### src/rtl/can_wb_reg_bridge.sv
// ---------------------------------------------------------------------------
// can_wb_reg_bridge
//
// Wishbone-classic slave front end for the CAN controller register file.
// It turns each host bus cycle into a single-cycle write strobe (reg_we) or
// read strobe (reg_re). The address and write data are latched so they stay
// stable while the register file uses them. Read data is captured at the end
// of the strobe cycle and returned with a one-cycle wb_ack_o.
//
// Access timeline with W = WAIT_STATES (edge 0 samples the request):
//   cycle 1+W : reg_we / reg_re   (only for addresses below NUM_REGS)
//   cycle 2+W : wb_ack_o, with wb_dat_o valid
//   An access therefore occupies at least 3+W cycles.
//
// Ports
//   clk, rst_n  : controller clock; asynchronous active-low reset
//   wb_cyc_i    : bus cycle valid
//   wb_stb_i    : strobe (ignored unless wb_cyc_i is also high)
//   wb_we_i     : 1 = write, 0 = read
//   wb_adr_i    : register address
//   wb_dat_i    : write data
//   wb_dat_o    : read data; holds its value until the next strobe cycle
//   wb_ack_o    : single-cycle acknowledge
//   reg_addr    : latched address to the register file
//   reg_wdata   : latched write data to the register file
//   reg_we      : one-cycle write strobe
//   reg_re      : one-cycle read strobe (triggers read-clear side effects)
//   reg_rdata   : combinational read data for reg_addr
// ---------------------------------------------------------------------------
module can_wb_reg_bridge #(
  parameter int ADDR_WIDTH  = 8,
  parameter int DATA_WIDTH  = 8,
  parameter int NUM_REGS    = 32,
  parameter int WAIT_STATES = 0
) (
  input  logic                  clk,
  input  logic                  rst_n,
  input  logic                  wb_cyc_i,
  input  logic                  wb_stb_i,
  input  logic                  wb_we_i,
  input  logic [ADDR_WIDTH-1:0] wb_adr_i,
  input  logic [DATA_WIDTH-1:0] wb_dat_i,
  output logic [DATA_WIDTH-1:0] wb_dat_o,
  output logic                  wb_ack_o,
  output logic [ADDR_WIDTH-1:0] reg_addr,
  output logic [DATA_WIDTH-1:0] reg_wdata,
  output logic                  reg_we,
  output logic                  reg_re,
  input  logic [DATA_WIDTH-1:0] reg_rdata
);

  typedef enum logic [1:0] {
    IDLE   = 2'd0,
    WAIT   = 2'd1,
    STROBE = 2'd2,
    ACK    = 2'd3
  } state_t;

  // The counter is preloaded with W-1, so WAIT lasts exactly W cycles.
  localparam int              WAIT_LOAD_I = (WAIT_STATES > 0) ? WAIT_STATES - 1 : 0;
  localparam logic [3:0]      WAIT_LOAD   = WAIT_LOAD_I[3:0];
  // One extra bit lets NUM_REGS = 2**ADDR_WIDTH be represented.
  localparam logic [ADDR_WIDTH:0] NUM_REGS_W = (ADDR_WIDTH + 1)'(NUM_REGS);

  state_t                 state_q, state_d;
  logic [3:0]             cnt_q, cnt_d;
  logic                   we_q, we_d;
  logic                   mapped_q, mapped_d;
  logic [ADDR_WIDTH-1:0]  addr_d;
  logic [DATA_WIDTH-1:0]  wdata_d;
  logic [DATA_WIDTH-1:0]  dat_d;
  logic                   reg_we_d, reg_re_d, ack_d;

  logic req;
  logic adr_mapped;

  assign req        = wb_cyc_i & wb_stb_i;
  assign adr_mapped = ({1'b0, wb_adr_i} < NUM_REGS_W);

  // -------------------------------------------------------------------------
  // State register
  // -------------------------------------------------------------------------
  // NOTE: clocked blocks use non-blocking (<=) assignments so that every
  // flop samples values from before the edge, whatever the block order.
  always_ff @(posedge clk or negedge rst_n) begin
    if (!rst_n) state_q <= IDLE;
    else        state_q <= state_d;
  end

  // -------------------------------------------------------------------------
  // Next-state logic
  // -------------------------------------------------------------------------
  // NOTE: each combinational block assigns a default to every signal first.
  // Without the default, a path that skips the assignment would infer a latch.
  always_comb begin
    state_d = state_q;
    unique case (state_q)
      IDLE: begin
        if (req) state_d = (WAIT_STATES > 0) ? WAIT : STROBE;
      end
      WAIT: begin
        if (!wb_cyc_i)        state_d = IDLE;   // master gave up: no strobe
        else if (cnt_q == '0) state_d = STROBE;
      end
      // The strobe is already committed here. Only the ack depends on cyc.
      STROBE:  state_d = wb_cyc_i ? ACK : IDLE;
      ACK:     state_d = IDLE;
      default: state_d = IDLE;
    endcase
  end

  // -------------------------------------------------------------------------
  // Output / datapath next values (registered below)
  // -------------------------------------------------------------------------
  always_comb begin
    addr_d   = reg_addr;
    wdata_d  = reg_wdata;
    we_d     = we_q;
    mapped_d = mapped_q;
    cnt_d    = cnt_q;
    dat_d    = wb_dat_o;

    unique case (state_q)
      IDLE: begin
        if (req) begin
          addr_d   = wb_adr_i;
          wdata_d  = wb_dat_i;
          we_d     = wb_we_i;
          mapped_d = adr_mapped;
          cnt_d    = WAIT_LOAD;
        end
      end
      WAIT: begin
        if (cnt_q != '0) cnt_d = cnt_q - 4'd1;
      end
      STROBE: begin
        // Capture read data for mapped reads only. Writes and unmapped
        // accesses return zero.
        dat_d = (!we_q && mapped_q) ? reg_rdata : '0;
      end
      default: ;
    endcase

    // The strobes are registered, so they are decoded from the state being
    // entered. We_d and mapped_d already select between the live bus fields
    // (coming from IDLE) and the latched copies (coming from WAIT).
    reg_we_d = (state_d == STROBE) &&  we_d && mapped_d;
    reg_re_d = (state_d == STROBE) && !we_d && mapped_d;
    ack_d    = (state_d == ACK);
  end

  // -------------------------------------------------------------------------
  // Output and datapath registers
  // -------------------------------------------------------------------------
  always_ff @(posedge clk or negedge rst_n) begin
    if (!rst_n) begin
      cnt_q     <= '0;
      we_q      <= 1'b0;
      mapped_q  <= 1'b0;
      reg_addr  <= '0;
      reg_wdata <= '0;
      wb_dat_o  <= '0;
      reg_we    <= 1'b0;
      reg_re    <= 1'b0;
      wb_ack_o  <= 1'b0;
    end else begin
      cnt_q     <= cnt_d;
      we_q      <= we_d;
      mapped_q  <= mapped_d;
      reg_addr  <= addr_d;
      reg_wdata <= wdata_d;
      wb_dat_o  <= dat_d;
      reg_we    <= reg_we_d;
      reg_re    <= reg_re_d;
      wb_ack_o  <= ack_d;
    end
  end

endmodule

### config.mk
export PLATFORM = sky130hd
export DESIGN_NAME = can_wb_reg_bridge
export DESIGN_NICKNAME = d
export VERILOG_FILES = /design/src/rtl/can_wb_reg_bridge.sv
export SDC_FILE = /design/constraint.sdc
export NUM_CORES = 1
export LEC_CHECK = 0
export BUFFER_PORTS_ARGS = -buffer_cell sky130_fd_sc_hd__buf_2
export CAP_MARGIN = 20
export CORE_MARGIN = 1
export CORE_UTILIZATION = 40
export CTS_CLUSTER_SIZE = 8
export DETAILED_ROUTE_END_ITERATION = 10
export GPL_TIMING_DRIVEN = 0
export PLACE_DENSITY = 0.7
export SETUP_SLACK_MARGIN = 0.3
export SYNTH_ARGS = -nofsm -noshare
export SYNTH_HDL_FRONTEND = slang
export SYNTH_SLANG_ARGS = --single-unit
### constraint.sdc
create_clock -name clk -period 1.35 [get_ports clk]
set_input_delay 0.27 -clock clk [delete_from_list [all_inputs] [get_ports clk]]
set_output_delay 0.27 -clock clk [all_outputs]
set_load 0.005 [all_outputs]
==> impl_results.md <==
- Post-Route Skew: 9.774 ps
- CTS Root Buffer Type: sky130_fd_sc_hd__clkbuf_8
- Share of final-layout standard cells stronger than drive strength 1: 0.6700
- Sequential cell area: 877.1 um^2
- Critical Path Source: state_q[0]
- Die outline area: 0.003993 mm^2
- MaxCap Viol Count: 0
- Predominant post-synthesis flop cell: sky130_fd_sc_hd__dfrtp_1
- Worst Max-Slew Pin Slew: 747.4 ps
- Placeable core region: 0.003468 mm^2
- Final critical-path required period: 1412 ps
- Worst hold path type: in2async
- Placer Congestion: 0.8132
- Post-route DRC: 0
- Instance area after placement: 0.001866 mm^2
- Power Density: 1726 mW/mm^2
- CTS tree: yes
- Clock sink count: 35
- Multi-input gate area: 659.4 um^2
- Launch point of the worst reg-to-reg path: state_q[0]
- Largest stage delay, worst path: 370 ps
- Synthesized netlist net count: 137
- Clock buffers created by TritonCTS: 5
- Count of flip-flops with a built-in enable after synthesis: 0
- Slowest stage cell, crit path: sky130_fd_sc_hd__dfrtp_1
- Number of nets in the finished design: 234
- Maximum level of the CTS H-tree: 2
- Routed length per instance: 14.96 um
- Post-synthesis sequential area ratio: 0.5848
- Setup Crit Path Kind: reg2reg
- Critical Path AT: 1570 ps
- Kind of cell with the highest combined delay on the critical path: flip-flops
- Pin count of the biggest net entering global routing: 36
- Utilization after layout: 0.6677
- Dpl hpwl: 2136 um
- Clock slew seen by the registers of the worst setup and hold paths: 70 ps
- Count of filler cells inserted in the layout: 265
- Tot GR Track Use: 0.1966
- Via Count: 1222
- Detailed-router iteration count before antenna repair: 4
- Warnings from Yosys: 0
- Count of antenna-violating nets left after detailed routing: 0
- Antenna violations before repair: 0
- Vias in the first global route: 1214
- DRT iter0 DRCs: 55
- Slew Limit Fails: 0
- Drt total wl: 3724 um
- Port-buffer cells: 55
- Number of vias per cell after detailed routing: 4.908
- Global-route wire length before repair: 5858 um
- Final hold slack: 51.32 ps
- Maximum clock frequency: 708.2 MHz
- Count of state elements after synthesis: 35
- Gate count after technology mapping: 106
- Count of inserted antenna diode cells: 0
- Per-instance average area after synthesis: 14.13 um^2
- Fraction of synthesis flops using an asynchronous set or reset pin: 1.000
- Maximum root-to-sink buffer count: 2
- Initial core utilization: 0.4318
- RSZ-0062 raised after global routing: yes
- Standard-cell rows: 21
- Static Leak: 1.193 nW
- Worst-case vdd ir drop: 0.8666 mV
- Worst slew margin: 0.5018
- Period utilisation layout: 1.046
- CTS Hold Buffers Added: 0
- Startpoint type of the worst setup path: flip-flop
- Worst slack at placement: -93.32 ps
- I/O pins: 56
- Total power consumption of the routed design: 0.003996 W
- Final-report setup violation count: 19
- Netlist area before placement: 0.001498 mm^2
- Die width: 63.19 um
- Kind of end point of the critical path: flip-flop
- Setup slack of the critical path after layout: -62.04 ps
- Clock network latency to the later pin of the worst-skew pair: 280 ps
- Number of distinct library cell variants in the gate-level netlist after synthesis: 31
- Most used cell, CP: sky130_fd_sc_hd__buf_6
- Required time reported for the critical path endpoint: 1510 ps
- Failing checks: negative setup slack
- Status: finished with violations
- Total count of hold-check failures in the final report: 0
- Synth-to-Final Area Change: 54.64%
- Sum of buffers and inverters on the critical path: 2
- Vertical die dimension: 63.19 um
- Aggregate global routing overflow: 0
- Final Instance Area: 0.002316 mm^2
- Critical Path Fanout Max: 5
- Critical path, cell by cell: buf_6 > and4bb_4 > buf_6 > mux2_4
[state kept, by name, summed over array words and instances, names as in the netlist]
| register | cells |
|---|---|
| mapped_q | 1 |
| wb_dat_o | 8 |
| wb_ack_o | 1 |
| cnt_q | 4 |
| reg_wdata | 8 |
| reg_re | 1 |
| state_q | 2 |
| reg_addr | 8 |
| we_q | 1 |
| reg_we | 1 |
[cell usage in the layout, fill, tap and decap left out, types with 2 or more instances in the layout]
cell / n
sky130_fd_sc_hd__nand2_1: 2
sky130_fd_sc_hd__buf_2: 55
sky130_fd_sc_hd__o211ai_1: 2
sky130_fd_sc_hd__buf_4: 33
sky130_fd_sc_hd__o21ai_0: 3
sky130_fd_sc_hd__nand3_1: 2
sky130_fd_sc_hd__mux2_4: 17
sky130_fd_sc_hd__o21ai_1: 2
sky130_fd_sc_hd__inv_1: 2
sky130_fd_sc_hd__a22o_1: 8
sky130_fd_sc_hd__nor2_1: 2
sky130_fd_sc_hd__dfrtp_1: 34
sky130_fd_sc_hd__clkbuf_8: 7
sky130_fd_sc_hd__nand3_2: 2
sky130_fd_sc_hd__inv_2: 2
sky130_fd_sc_hd__buf_6: 3
[per-layer routing]
layer,global-route usage,share of wire
met1,0.2251,0.41
met2,0.3333,0.51
met3,0.07065,0.061
met4,0.07670,0.022
met5,0,0
[worst register-to-register path, stage by stage, from the launching register on]
cell	delay (ps)
sky130_fd_sc_hd__dfrtp_1	370
sky130_fd_sc_hd__buf_6	110
sky130_fd_sc_hd__and4bb_4	350
sky130_fd_sc_hd__buf_6	150
sky130_fd_sc_hd__mux2_4	300
[where the power goes]
| part | total [W] | internal (W) | leakage [nW] | switching [W] |
|---|---|---|---|---|
| sequential | 0.00151 | 0.00132 | 0.443 | 0.000185 |
| combinational | 0.00160 | 0.000998 | 0.699 | 0.000604 |
| clock | 0.000884 | 0.000541 | 0.0513 | 0.000344 |
[cell families (layout without fill, tap and decap cells)]
logic type                 count (synthesis)  after routing  synth area share
AOI/OAI and AO/OA                         21             21            0.1011
buffers and inverters                      8            105           0.03258
and+or+nand+nor                           22             22           0.08773
DFF                                       35             35            0.5848
muxes                                     18             18            0.1771
adders and majority gates                  2              2           0.01671
[final timing paths]
kind                                 to  depth (start not counted)  slack, ps
max in group asynchronous    state_q[1]                          1        780
max reg2reg                reg_wdata[2]                          4        -60
min reg2reg                reg_wdata[3]                          1        510
max                        reg_wdata[2]                          4        -60
min in group clk            wb_dat_o[2]                          2        200
min                         reg_addr[4]                          1         50
[what timing repair did]
item / 4_1_cts / 5_1_grt
pin swaps: 4 / 4
gates cloned: 2 / 0
setup buffers: 23 / 10
endpoints found under the setup margin: 58 / 61
gates resized for setup: 17 / 5
[per-stage QoR]
| stage | instances | setup TNS [ps] |
|---|---|---|
| 2_1_floorplan | 106 | -143.7 |
| 3_3_place_gp | 207 | -1063 |
| 3_5_place_dp | 207 | -1523 |
| 4_1_cts | 239 | -828.8 |
| 5_1_grt | 249 | -1949 |
| 6_report | 249 | -923.7 |
[cells in the mapped netlist, types with 2 or more instances]
cell type | count | area share
sky130_fd_sc_hd__inv_1 | 4 | 0.010
sky130_fd_sc_hd__nand3_1 | 4 | 0.013
sky130_fd_sc_hd__ha_1 | 2 | 0.017
sky130_fd_sc_hd__buf_6 | 2 | 0.015
sky130_fd_sc_hd__a21oi_1 | 2 | 0.0067
sky130_fd_sc_hd__nand2_1 | 3 | 0.0075
sky130_fd_sc_hd__o21ai_1 | 2 | 0.0067
sky130_fd_sc_hd__a22o_1 | 8 | 0.047
sky130_fd_sc_hd__o21ai_0 | 3 | 0.010
sky130_fd_sc_hd__dfrtp_1 | 35 | 0.58
sky130_fd_sc_hd__nor2_1 | 3 | 0.0075
sky130_fd_sc_hd__nand2b_1 | 2 | 0.0084
sky130_fd_sc_hd__mux2_4 | 17 | 0.17
sky130_fd_sc_hd__o211ai_1 | 2 | 0.010
[final cells by class]
cell class / instances / area share
Sequential cell: 35 / 0.3787
Multi-Input combinational cell: 63 / 0.2847
Timing Repair Buffer: 90 / 0.2366
Clock buffer: 6 / 0.03133
Tap cell: 46 / 0.02485
Buffer: 4 / 0.02431
Clock inverter: 1 / 0.01297
Inverter: 4 / 0.006483
(Power assumes the default switching activity.)
